[src/rtl/ascii_operand_loader_if.sv]
// Handshake bundle for the ASCII operand loader.
// master: character source + pair sink; slave: the loader.
interface ascii_operand_loader_if #(
  parameter int OP_W = 10
);
  logic [7:0]      char_in;
  logic            char_valid;
  logic            char_ready;
  logic [OP_W-1:0] op_a;
  logic [OP_W-1:0] op_b;
  logic            ops_valid;
  logic            ops_ready;
  logic            err;

  modport master (
    output char_in, char_valid, ops_ready,
    input  char_ready, op_a, op_b, ops_valid, err
  );

  modport slave (
    input  char_in, char_valid, ops_ready,
    output char_ready, op_a, op_b, ops_valid, err
  );
endinterface

[src/rtl/ascii_operand_loader.sv]
// Parses "<digits>+<digits>=" from a char stream into two binary operands.
// Ports: clk, rst (async high), bus (slave: char in / operand pair out / err).
// Optional macro ASCII_SPACE_SKIP_EN: spaces are consumed and ignored.
module ascii_operand_loader #(
  parameter int DIGITS = 3,
  parameter int OP_W   = 10
) (
  input  logic clk,
  input  logic rst,
  ascii_operand_loader_if.slave bus
);
  localparam int CW = $clog2(DIGITS + 1);
  localparam logic [CW-1:0] DMAX = CW'(DIGITS);

  typedef enum logic [1:0] {
    GET_A,
    GET_B,
    DONE
  } state_t;

  state_t          state, state_n;
  logic [OP_W-1:0] acc_a, acc_a_n;
  logic [OP_W-1:0] acc_b, acc_b_n;
  logic [CW-1:0]   cnt, cnt_n;
  logic            err_q, err_n;

  logic            accept;
  logic            is_digit, is_plus, is_eq;
  logic [OP_W+3:0] ext_acc;
  logic [OP_W+3:0] ext_d;
  logic [OP_W-1:0] acc_next;

  assign bus.char_ready = (state != DONE);
  assign bus.ops_valid  = (state == DONE);
  assign bus.op_a       = acc_a;
  assign bus.op_b       = acc_b;
  assign bus.err        = err_q;

  assign accept   = bus.char_valid & bus.char_ready;
  assign is_digit = (bus.char_in >= 8'h30) && (bus.char_in <= 8'h39);
  assign is_plus  = (bus.char_in == 8'h2B);
  assign is_eq    = (bus.char_in == 8'h3D);

  // For 0x30..0x39 the low nibble equals char - 0x30.
  assign ext_acc  = {4'b0, (state == GET_B) ? acc_b : acc_a};
  assign ext_d    = {{OP_W{1'b0}}, bus.char_in[3:0]};
  assign acc_next = OP_W'((ext_acc << 3) + (ext_acc << 1) + ext_d);

  always_ff @(posedge clk or posedge rst) begin
    if (rst) begin
      state <= GET_A;
      acc_a <= '0;
      acc_b <= '0;
      cnt   <= '0;
      err_q <= 1'b0;
    end else begin
      state <= state_n;
      acc_a <= acc_a_n;
      acc_b <= acc_b_n;
      cnt   <= cnt_n;
      err_q <= err_n;
    end
  end

  always_comb begin
    state_n = state;
    acc_a_n = acc_a;
    acc_b_n = acc_b;
    cnt_n   = cnt;
    err_n   = 1'b0;
    unique case (state)
      GET_A, GET_B: begin
        if (accept) begin
          unique case (1'b1)
            (is_digit && cnt < DMAX): begin
              if (state == GET_B) acc_b_n = acc_next;
              else                acc_a_n = acc_next;
              cnt_n = cnt + 1'b1;
            end
            (is_plus && cnt != '0 && state == GET_A): begin
              state_n = GET_B;
              cnt_n   = '0;
            end
            (is_eq && cnt != '0 && state == GET_B): begin
              state_n = DONE;
            end
`ifdef ASCII_SPACE_SKIP_EN
            (bus.char_in == 8'h20): begin
            end
`endif
            default: begin
              // Drop the whole expression; offending char is consumed.
              state_n = GET_A;
              acc_a_n = '0;
              acc_b_n = '0;
              cnt_n   = '0;
              err_n   = 1'b1;
            end
          endcase
        end
      end
      DONE: begin
        if (bus.ops_ready) begin
          state_n = GET_A;
          acc_a_n = '0;
          acc_b_n = '0;
          cnt_n   = '0;
        end
      end
      default: begin
        state_n = GET_A;
      end
    endcase
  end
endmodule
[src/flat_wrapper.sv]
// flat-port wrapper written by rule: the top's interface ports become plain ports
module ascii_operand_loader_flat 
#(
  parameter int DIGITS = 3,
  parameter int OP_W   = 10
)
  (clk, rst, bus_char_in, bus_char_valid, bus_ops_ready, bus_char_ready, bus_op_a, bus_op_b, bus_ops_valid, bus_err);
  ascii_operand_loader_if #(.OP_W(OP_W)) bus_i ();
  input  logic clk;
  input  logic rst;
  input wire logic [$bits(bus_i.char_in)-1:0] bus_char_in;
  input wire logic [$bits(bus_i.char_valid)-1:0] bus_char_valid;
  input wire logic [$bits(bus_i.ops_ready)-1:0] bus_ops_ready;
  output wire logic [$bits(bus_i.char_ready)-1:0] bus_char_ready;
  output wire logic [$bits(bus_i.op_a)-1:0] bus_op_a;
  output wire logic [$bits(bus_i.op_b)-1:0] bus_op_b;
  output wire logic [$bits(bus_i.ops_valid)-1:0] bus_ops_valid;
  output wire logic [$bits(bus_i.err)-1:0] bus_err;
  assign bus_i.char_in = bus_char_in;
  assign bus_i.char_valid = bus_char_valid;
  assign bus_i.ops_ready = bus_ops_ready;
  assign bus_char_ready = bus_i.char_ready;
  assign bus_op_a = bus_i.op_a;
  assign bus_op_b = bus_i.op_b;
  assign bus_ops_valid = bus_i.ops_valid;
  assign bus_err = bus_i.err;
  ascii_operand_loader #(.DIGITS(DIGITS), .OP_W(OP_W)) u_core (.clk(clk), .rst(rst), .bus(bus_i));
endmodule
[config.mk]
export PLATFORM = sky130hd
export DESIGN_NAME = ascii_operand_loader_flat
export DESIGN_NICKNAME = d
export VERILOG_FILES = /design/src/rtl/ascii_operand_loader_if.sv /design/src/rtl/ascii_operand_loader.sv /design/src/flat_wrapper.sv
export SDC_FILE = /design/constraint.sdc
export NUM_CORES = 1
export LEC_CHECK = 0
export ABC_CLOCK_PERIOD_IN_PS = 6300
export CORE_ASPECT_RATIO = 1.4
export CORE_MARGIN = 2
export CORE_UTILIZATION = 30
export CTS_BUF_LIST = sky130_fd_sc_hd__clkbuf_2 sky130_fd_sc_hd__clkbuf_4 sky130_fd_sc_hd__clkbuf_8
export DETAILED_ROUTE_END_ITERATION = 10
export PLACE_DENSITY = 0.56
export RECOVER_POWER = 50
export SYNTH_ARGS = -nofsm -noshare
export SYNTH_HDL_FRONTEND = slang
export SYNTH_SLANG_ARGS = --single-unit
[constraint.sdc]
create_clock -name clk -period 6.3 [get_ports clk]
set_clock_uncertainty 0.1 [all_clocks]
set_input_delay 1.26 -clock clk [delete_from_list [all_inputs] [get_ports clk]]
set_output_delay 1.26 -clock clk [all_outputs]
set_load 0.005 [all_outputs]
==> results of run 1 <==
## power by group through the flow
stage | sequential [uW] | combinational (uW) | clock [uW]
floorplan | 165 | 18.7 | 0
global route | 162 | 37.9 | 111
detailed placement | 165 | 34.8 | 0
global placement | 165 | 34.6 | 0
CTS | 162 | 34.8 | 106
finish | 162 | 33.8 | 101
## per-stage QoR
| stage | cells | total power, uW | utilization [%] | setup WS [ps] |
|---|---|---|---|---|
| after CTS | 281 | 302 | 39.3 | 2800 |
| after global placement | 277 | 200 | 38.4 | 2500 |
| after global routing | 281 | 311 | 39.3 | 2520 |
| after detailed placement | 277 | 200 | 38.4 | 2500 |
| after floorplan | 179 | 184 | - | 3110 |
| final | 281 | 297 | 39.3 | 2790 |
## cells by family (layout without fill, tap and decap cells)
group           after synthesis  count (layout)  synth area share, %
simple gates                 64              64                 19.5
compound gates               50              50                 21.9
mux                           3               3                 1.80
flops                        25              25                 36.0
fa+ha+maj                    18              18                 13.8
xor+xnor                      8               8                 4.03
buf+inv                      11              45                 2.95
## state kept, by name (all words and copies together) (netlist names)
| register | cells |
|---|---|
| u_core.bus.op_b | 10 |
| u_core.bus.err | 1 |
| u_core.cnt | 2 |
| u_core.bus.op_a | 10 |
| u_core.state | 2 |
## path summary, 6_finish.rpt
check                                               start                        endpoint  slack, ps  cells past startpoint
min reg2reg                u_core.bus.op_b[9]$_DFFE_PP0P_  u_core.bus.op_b[9]$_DFFE_PP0P_        440                      1
min                        u_core.bus.op_b[9]$_DFFE_PP0P_  u_core.bus.op_b[9]$_DFFE_PP0P_        440                      1
max reg2reg                   u_core.state[0]$_DFFE_PP0P_  u_core.bus.op_b[9]$_DFFE_PP0P_       2790                     11
max in group asynchronous                             rst  u_core.bus.op_b[0]$_DFFE_PP0P_       3950                      2
min in group asynchronous                             rst  u_core.bus.op_b[3]$_DFFE_PP0P_       1550                      2
max                           u_core.state[0]$_DFFE_PP0P_  u_core.bus.op_b[9]$_DFFE_PP0P_       2790                     11
## final cells by class
type / count / area [um^2]
clock buffers: 3 / 41.3
clock inverters: 1 / 7.51
fillers: 562 / 3380
inverters: 7 / 26.3
multi-input cells: 143 / 1060
flip-flops and latches: 25 / 626
well taps: 68 / 85.1
repair buffers: 34 / 340
## placed cells by master (no fill, tap or decap), drive strengths merged
cell type / n
or2: 1
a21oi: 8
clkdlybuf4s50: 22
and2: 4
nand3: 1
ha: 16
nand2b: 1
nand2: 36
a21o: 2
nor3: 4
nand4b: 1
or4b: 1
dlygate4sd3: 12
a21boi: 1
clkbuf: 3
o21ai: 9
a211oi: 3
mux2: 1
xnor2: 5
clkinvlp: 1
a31oi: 4
o2bb2ai: 1
nor3b: 1
xor2: 3
fa: 2
nor2: 7
o211ai: 1
o21bai: 1
o31ai: 1
inv: 7
nor4: 2
dfrtp: 25
o32a: 1
a2111oi: 1
a41oi: 1
nor2b: 2
a22o: 16
nand3b: 2
mux2i: 2
or3b: 1
## worst register-to-register path, stage by stage (launching register included)
cell	delay, ps
dfrtp_1	660
inv_2	200
nor2_2	450
nand2_1	100
nand2_1	130
fa_1	480
ha_1	330
a211oi_1	280
nor2_1	110
a41oi_1	250
xnor2_1	110
a22o_1	200
## per-layer routing
layer | up-vias | wire, um | global-route usage (%)
met5 | - | 0 | 0
li1 | 718 | - | -
met2 | 39 | 2250 | 26.9
met1 | 704 | 2030 | 20.6
met3 | 2 | 143 | 1.56
met4 | 0 | 22 | 3.00
==> results.json, run 1 <==
{
  "initial_utilization_pct": 31.2,
  "switching_share_pct": 25.6,
  "p_switching_uw": 76.2,
  "yosysSeqAreaShare_pct": 36.0,
  "routed_via_density": 5.21,
  "fin_crit_sh_pct": 55.8,
  "postPlaceCellArea_um2": 2140,
  "p_leak_uw": 0.00104,
  "syn-num-nets": 209,
  "grt_first_pass_wirelength_um": 7410,
  "post-synth-top-count-cell": "nand2_1",
  "end_kind": "flip-flop",
  "cap_violations": 0,
  "max_slew_margin_pct": 34.0,
  "slew_viol_final": 0,
  "setup_violations": 0,
  "synthCells": 179,
  "power.density_nw_per_um2": 136,
  "portBuffers": 34,
  "cp_max_fo": 14,
  "grt_use_total_pct": 15.5,
  "start_kind": "flip-flop",
  "cts_buffers": 3,
  "synth_seq_cells": 25,
  "p_int_uw": 221,
  "critical_path_arrival_ps": 3590,
  "yosysWarningCount": 0,
  "grt_overflow": 0,
  "cp_slowest_cell": "dfrtp_1",
  "ir_worst_vdd_mv": 0.0707,
  "cts_setup_buffers": 0,
  "diodes": 0,
  "ios": 35,
  "min_period_ps": 3510,
  "synth_flop_cell": "dfrtp_1",
  "worst_pin_slew_ps": 989,
  "fin_nets": 244,
  "status": "completed",
  "antenna_left": 0,
  "async_flop_share_pct": 100,
  "fin_setup_tns_ps": 0,
  "synth_top_area_share_pct": 36.0,
  "combPwrFrac_pct": 11.4,
  "path_common_cell": "nand2_1",
  "clockBufferDepth": 2,
  "cts_tree": "done",
  "core_um2": 5570,
  "hold_path_class": "flip-flop to flip-flop",
  "synth_area_um2": 1740,
  "cts-root-buf": "clkbuf_8",
  "seqPwrFrac_pct": 54.6,
  "dpl.hpwl_um": 3480,
  "fin_area_um2": 2190,
  "postSynthAreaPerCell_um2": 9.71,
  "first_pass_iters": 4,
  "yosys-top-cells-area": "dfrtp_1 (36%), ha_1 (12%), a22o_1 (8.1%)",
  "cp.required_ps": 6370,
  "yosysTopAreaCell": "dfrtp_1",
  "wirelength_um": 4440,
  "crit_chain": "inv_2 > nor2_2 > nand2_1 > nand2_1 > fa_1 > ha_1 > a211oi_1 > nor2_1 > a41oi_1 > xnor2_1 > a22o_1",
  "cts.clk_slew.worst_paths_ps": 100,
  "grt_max_degree": 26,
  "synth_commonest_cells": "nand2_1 (36), dfrtp_1 (25), a22o_1 (16), ha_1 (16), a21oi_1 (8)",
  "wire_per_inst_um": 15.8,
  "via_count": 1463,
  "drc": 0,
  "die_width_um": 68.3,
  "drt_iter0_drc": 54,
  "holdWs_ps": 442,
  "clock_latency_ps": 270,
  "ctsResizeCount": 0,
  "worst-setup-path-type": "flip-flop to flip-flop",
  "grt_pass1_vias": 1476,
  "synth-edff-count": 0,
  "die_h_um": 94.1,
  "die_area_um2": 6430,
  "grt_setup_unrepaired": "no",
  "gp_congestion": 0.842,
  "drive_gt1_share_pct": 7.51,
  "pwr-share-clk_pct": 34.0,
  "yosys.cell_types.count": 44,
  "syn_to_final_growth_pct": 25.8,
  "critPathBufInv": 1,
  "antenna_found_initial": 0,
  "ctsHoldBuffers": 0,
  "hold_violations": 0,
  "critPathMaxStageDelay_ps": 660,
  "h-tree-depth": 1,
  "crit_family": "adder cells",
  "rows": 32,
  "fmax_mhz": 285,
  "clkSinkCount": 25
}
Power figures use the tool's default switching activity.
==> inputs of run 2 (changes only) <==
--- a/config.mk
+++ b/config.mk
@@ -5,7 +5,7 @@
 export SDC_FILE = /design/constraint.sdc
 export NUM_CORES = 1
 export LEC_CHECK = 0
-export ABC_CLOCK_PERIOD_IN_PS = 6300
+export ABC_CLOCK_PERIOD_IN_PS = 3500
 export CORE_ASPECT_RATIO = 1.4
 export CORE_MARGIN = 2
 export CORE_UTILIZATION = 30
==> constraint.sdc (replaced) <==
create_clock -name clk -period 3.5 [get_ports clk]
set_clock_uncertainty 0.1 [all_clocks]
set_input_delay 0.7 -clock clk [delete_from_list [all_inputs] [get_ports clk]]
set_output_delay 0.7 -clock clk [all_outputs]
set_load 0.005 [all_outputs]
==> results.json, run 2 (synthesis results as in run 1) <==
{
  "ctsHoldBuffers": 0,
  "rr_worst_depth": 11,
  "setup_violations": 0,
  "cts-root-buf": "clkbuf_8",
  "hold_violations": 0,
  "die_area_um2": 6430,
  "status": "completed",
  "grt_overflow": 0,
  "cp.required_ps": 3570,
  "fin_setup_tns_ps": 0,
  "ios": 35,
  "end_kind": "flip-flop",
  "core_um2": 5570,
  "grt_first_pass_wirelength_um": 7390,
  "crit_chain": "inv_2 > nor2_2 > nand2_1 > nand2_1 > fa_1 > ha_1 > a211oi_1 > nor2_1 > a41oi_1 > xnor2_1 > a22o_1",
  "p_leak_uw": 0.00108,
  "worst-setup-path-type": "flip-flop to flip-flop",
  "portBuffers": 34,
  "cp_slowest_cell": "dfrtp_1",
  "initial_utilization_pct": 31.2,
  "worst_pin_slew_ps": 983,
  "finalWorstSetupSlack_ps": 510,
  "cp_max_fo": 10,
  "power.total_uw": 531,
  "path_common_cell": "nand2_1",
  "min_period_ps": 2990,
  "antenna_found_initial": 0,
  "fin_nets": 250,
  "critPathMaxStageDelay_ps": 540,
  "clockBufferDepth": 2,
  "first_pass_iters": 4,
  "cts_setup_buffers": 0,
  "critical_path_arrival_ps": 3060,
  "antenna_left": 0,
  "endpoint": "u_core.bus.op_b[9]$_DFFE_PP0P_",
  "crit_cells": 11,
  "ir_worst_vdd_mv": 0.114,
  "diodes": 0,
  "grt_pass1_vias": 1478,
  "crit_family": "adder cells",
  "fmax_mhz": 334,
  "ctsResizeCount": 0,
  "crit_start": "u_core.state[0]$_DFFE_PP0P_",
  "grt_use_total_pct": 15.5,
  "fin_crit_sh_pct": 85.4,
  "drt_iter0_drc": 33,
  "final_common_cell": "nand2_1",
  "rows": 32,
  "via_count": 1449,
  "wirelength_um": 4460,
  "cap_violations": 0,
  "routed_via_density": 5.05,
  "syn_to_final_growth_pct": 28.3,
  "hold_path_class": "flip-flop to flip-flop",
  "r2r_slack_ps": 510,
  "clkSinkCount": 25,
  "layout_common_cells": "nand2_1 (36), dfrtp_1 (25), clkdlybuf4s50_1 (22)",
  "dpl.hpwl_um": 3530,
  "fin_area_um2": 2230,
  "gp_congestion": 0.864,
  "grt_setup_unrepaired": "no",
  "die_h_um": 94.1,
  "r2r-end": "u_core.bus.op_b[9]$_DFFE_PP0P_",
  "holdWs_ps": 438,
  "r2r_start": "u_core.state[0]$_DFFE_PP0P_",
  "die_width_um": 68.3,
  "start_kind": "flip-flop",
  "cts_tree": "done",
  "critPathBufInv": 1,
  "place_ws_ps": 230,
  "wire_per_inst_um": 15.6,
  "max_slew_margin_pct": 34.4,
  "grt_max_degree": 26,
  "clock_latency_ps": 270,
  "power.density_nw_per_um2": 238,
  "drive_gt1_share_pct": 10.0,
  "postPlaceCellArea_um2": 2180,
  "cts.clk_slew.worst_paths_ps": 90,
  "h-tree-depth": 1,
  "drc": 0,
  "cts_buffers": 3,
  "slew_viol_final": 0
}
[run 2: report_power, final]
group	internal, uW	switching (uW)	leakage, uW
clock	79.8	98.9	0.0000255
combinational	26.5	34.4	0.000704
sequential	290	1.16	0.000347
total	397	135	0.00108
[run 2: per-stage QoR]
| step | cells | utilization (%) |
|---|---|---|
| detailed placement | 283 | 39.2 |
| floorplan | 179 | - |
| CTS | 287 | 40.1 |
| global placement | 283 | 39.2 |
| finish | 287 | 40.1 |
| global route | 287 | 40.1 |
[run 2: worst min-delay path by stage]
stage,startpoint,endpoint,slack (ps),cells past startpoint
global route,u_core.bus.op_a[5]$_DFFE_PP0P_,u_core.bus.op_a[5]$_DFFE_PP0P_,480,1
finish,u_core.bus.op_b[9]$_DFFE_PP0P_,u_core.bus.op_b[9]$_DFFE_PP0P_,440,1
detailed placement,u_core.bus.op_b[9]$_DFFE_PP0P_,u_core.bus.op_b[9]$_DFFE_PP0P_,410,1
floorplan,u_core.bus.op_b[9]$_DFFE_PP0P_,u_core.bus.op_b[9]$_DFFE_PP0P_,400,1
global placement,u_core.bus.op_a[5]$_DFFE_PP0P_,u_core.bus.op_a[5]$_DFFE_PP0P_,420,1
CTS,u_core.bus.op_b[9]$_DFFE_PP0P_,u_core.bus.op_b[9]$_DFFE_PP0P_,440,1
[run 2: layer usage]
metal	part of all wire, %	track usage [%]	vias to the layer above
li1	-	-	729
met1	42	19.1	686
met2	54	28.2	32
met3	3.5	1.80	2
met4	0.47	3.00	0
met5	0	0	-
[run 2: layout make-up]
class	count	area, um^2
timing repair buffer	40	385
tap	68	85.1
inverter	7	26.3
clock buffer	3	41.3
sequential	25	626
clock inverter	1	5.00
multi-input combinational	143	1060
fill	572	3340
==> inputs of run 3 (changes only) <==
--- a/config.mk
+++ b/config.mk
@@ -5,7 +5,7 @@
 export SDC_FILE = /design/constraint.sdc
 export NUM_CORES = 1
 export LEC_CHECK = 0
-export ABC_CLOCK_PERIOD_IN_PS = 3500
+export ABC_CLOCK_PERIOD_IN_PS = 3000
 export CORE_ASPECT_RATIO = 1.4
 export CORE_MARGIN = 2
 export CORE_UTILIZATION = 30
==> constraint.sdc (replaced) <==
create_clock -name clk -period 3 [get_ports clk]
set_clock_uncertainty 0.1 [all_clocks]
set_input_delay 0.6 -clock clk [delete_from_list [all_inputs] [get_ports clk]]
set_output_delay 0.6 -clock clk [all_outputs]
set_load 0.005 [all_outputs]
==> results.json, run 3 (synthesis results as in run 1) <==
{
  "status": "completed",
  "clock_latency_ps": 270,
  "antenna_found_initial": 0,
  "ir_worst_vdd_mv": 0.129,
  "cts.clk_slew.worst_paths_ps": 90,
  "drt_iter0_drc": 65,
  "wire_per_inst_um": 14.7,
  "critPathMaxStageDelay_ps": 550,
  "fin_area_um2": 2320,
  "gp_congestion": 0.839,
  "clockBufferDepth": 2,
  "drc": 0,
  "grt_pass1_vias": 1528,
  "finalWorstSetupSlack_ps": 179,
  "postPlaceCellArea_um2": 2260,
  "cp_max_fo": 2,
  "fmax_mhz": 355,
  "layout_common_cells": "nand2_1 (36), dfrtp_1 (25), clkdlybuf4s50_1 (23)",
  "worst-setup-path-type": "primary input to flip-flop",
  "cp_slowest_cell": "fa_1",
  "dpl.hpwl_um": 3480,
  "ctsHoldBuffers": 0,
  "wirelength_um": 4370,
  "start_kind": "primary input",
  "clkSinkCount": 25,
  "die_area_um2": 6430,
  "die_width_um": 68.3,
  "r2r_slack_ps": 180,
  "max_slew_margin_pct": 10.7,
  "grt_overflow": 0,
  "portBuffers": 34,
  "ios": 35,
  "cts-root-buf": "clkbuf_8",
  "fin_setup_tns_ps": 0,
  "slew_viol_final": 0,
  "setup_violations": 0,
  "initial_utilization_pct": 31.2,
  "cap_violations": 0,
  "cts_tree": "done",
  "die_h_um": 94.1,
  "grt_first_pass_wirelength_um": 7300,
  "grt_use_total_pct": 15.0,
  "fin_crit_sh_pct": 94.0,
  "fin_nets": 261,
  "drive_gt1_share_pct": 14.8,
  "first_pass_iters": 4,
  "place_inst": 293,
  "syn_to_final_growth_pct": 33.7,
  "core_um2": 5570,
  "final_common_cell": "nand2_1",
  "end_kind": "flip-flop",
  "p_leak_uw": 0.00113,
  "h-tree-depth": 1,
  "via_count": 1506,
  "antenna_left": 0,
  "crit_chain": "clkdlybuf4s50_1 > fa_1 > fa_1 > a21oi_1 > o211ai_1 > a21oi_1 > xnor2_1 > a22o_1",
  "min_period_ps": 2820,
  "routed_via_density": 5.05,
  "final_cells": 298,
  "critical_path_arrival_ps": 2880,
  "fillers": 566,
  "power.density_nw_per_um2": 270,
  "cp.required_ps": 3060,
  "grt_max_degree": 26,
  "diodes": 0,
  "worst_pin_slew_ps": 1340,
  "cts_buffers": 3,
  "place_ws_ps": -130,
  "rows": 32,
  "hold_path_class": "flip-flop to flip-flop",
  "hold_violations": 0
}
-- run 3: what timing repair did --
item,CTS,global route
gates resized for setup,0,2
buffers inserted,0,1
endpoints found under the setup margin,0,4
-- run 3: final timing paths --
path / startpoint / endpoint / cells after the start
setup / recovery: bus_char_in[3] / u_core.bus.op_a[8]$_DFFE_PP0P_ / 8
hold reg to reg: u_core.bus.op_b[9]$_DFFE_PP0P_ / u_core.bus.op_b[9]$_DFFE_PP0P_ / 1
setup reg to reg: u_core.state[1]$_DFFE_PP0P_ / u_core.bus.op_a[8]$_DFFE_PP0P_ / 12
min in group asynchronous: rst / u_core.bus.op_b[7]$_DFFE_PP0P_ / 3
hold / removal: u_core.bus.op_b[9]$_DFFE_PP0P_ / u_core.bus.op_b[9]$_DFFE_PP0P_ / 1
max in group asynchronous: rst / u_core.bus.op_a[7]$_DFFE_PP0P_ / 3
-- run 3: per-layer routing --
| layer | part of all wire (%) | global-route usage, % | vias up | wire length [um] |
|---|---|---|---|---|
| met3 | 3.1 | 1.44 | 2 | 137 |
| met5 | 0 | 0 | - | 0 |
| met4 | 0.50 | 3.00 | 0 | 22 |
| met1 | 43 | 18.0 | 718 | 1890 |
| met2 | 53 | 28.0 | 32 | 2320 |
| li1 | - | - | 754 | - |
-- run 3: area by class of cell --
cell class | instances | area [um^2] | area share (%)
Tap cell | 68 | 85.1 | 3.66
Timing Repair Buffer | 51 | 464 | 20.0
Multi-Input combinational cell | 143 | 1070 | 46.2
Inverter | 7 | 26.3 | 1.13
Clock buffer | 4 | 48.8 | 2.10
Sequential cell | 25 | 626 | 26.9
-- run 3: per-stage QoR --
stage	utilization (%)	total power, uW	hold slack, ps
final	41.7	628	418
after global placement	40.6	426	414
after floorplan	-	386	398
after global routing	41.7	655	464
after detailed placement	40.6	426	405
after CTS	41.5	639	426
-- run 3: worst max-delay path: cells and delay by family --
kind,cells,cell delay (ps)
XOR/XNOR,1,100
adder cells (fa/ha/maj),2,1020
buffers and inverters,1,460
AO/OA/AOI/OAI,4,700
-- run 3: where the power goes --
| part | leakage (uW) | switching (uW) | internal (uW) | total [uW] |
|---|---|---|---|---|
| logic | 0.000755 | 41.8 | 35.9 | 77.6 |
| registers | 0.000347 | 1.38 | 339 | 340 |
| clock network | 0.0000262 | 106 | 104 | 210 |
| total | 0.00113 | 150 | 479 | 628 |
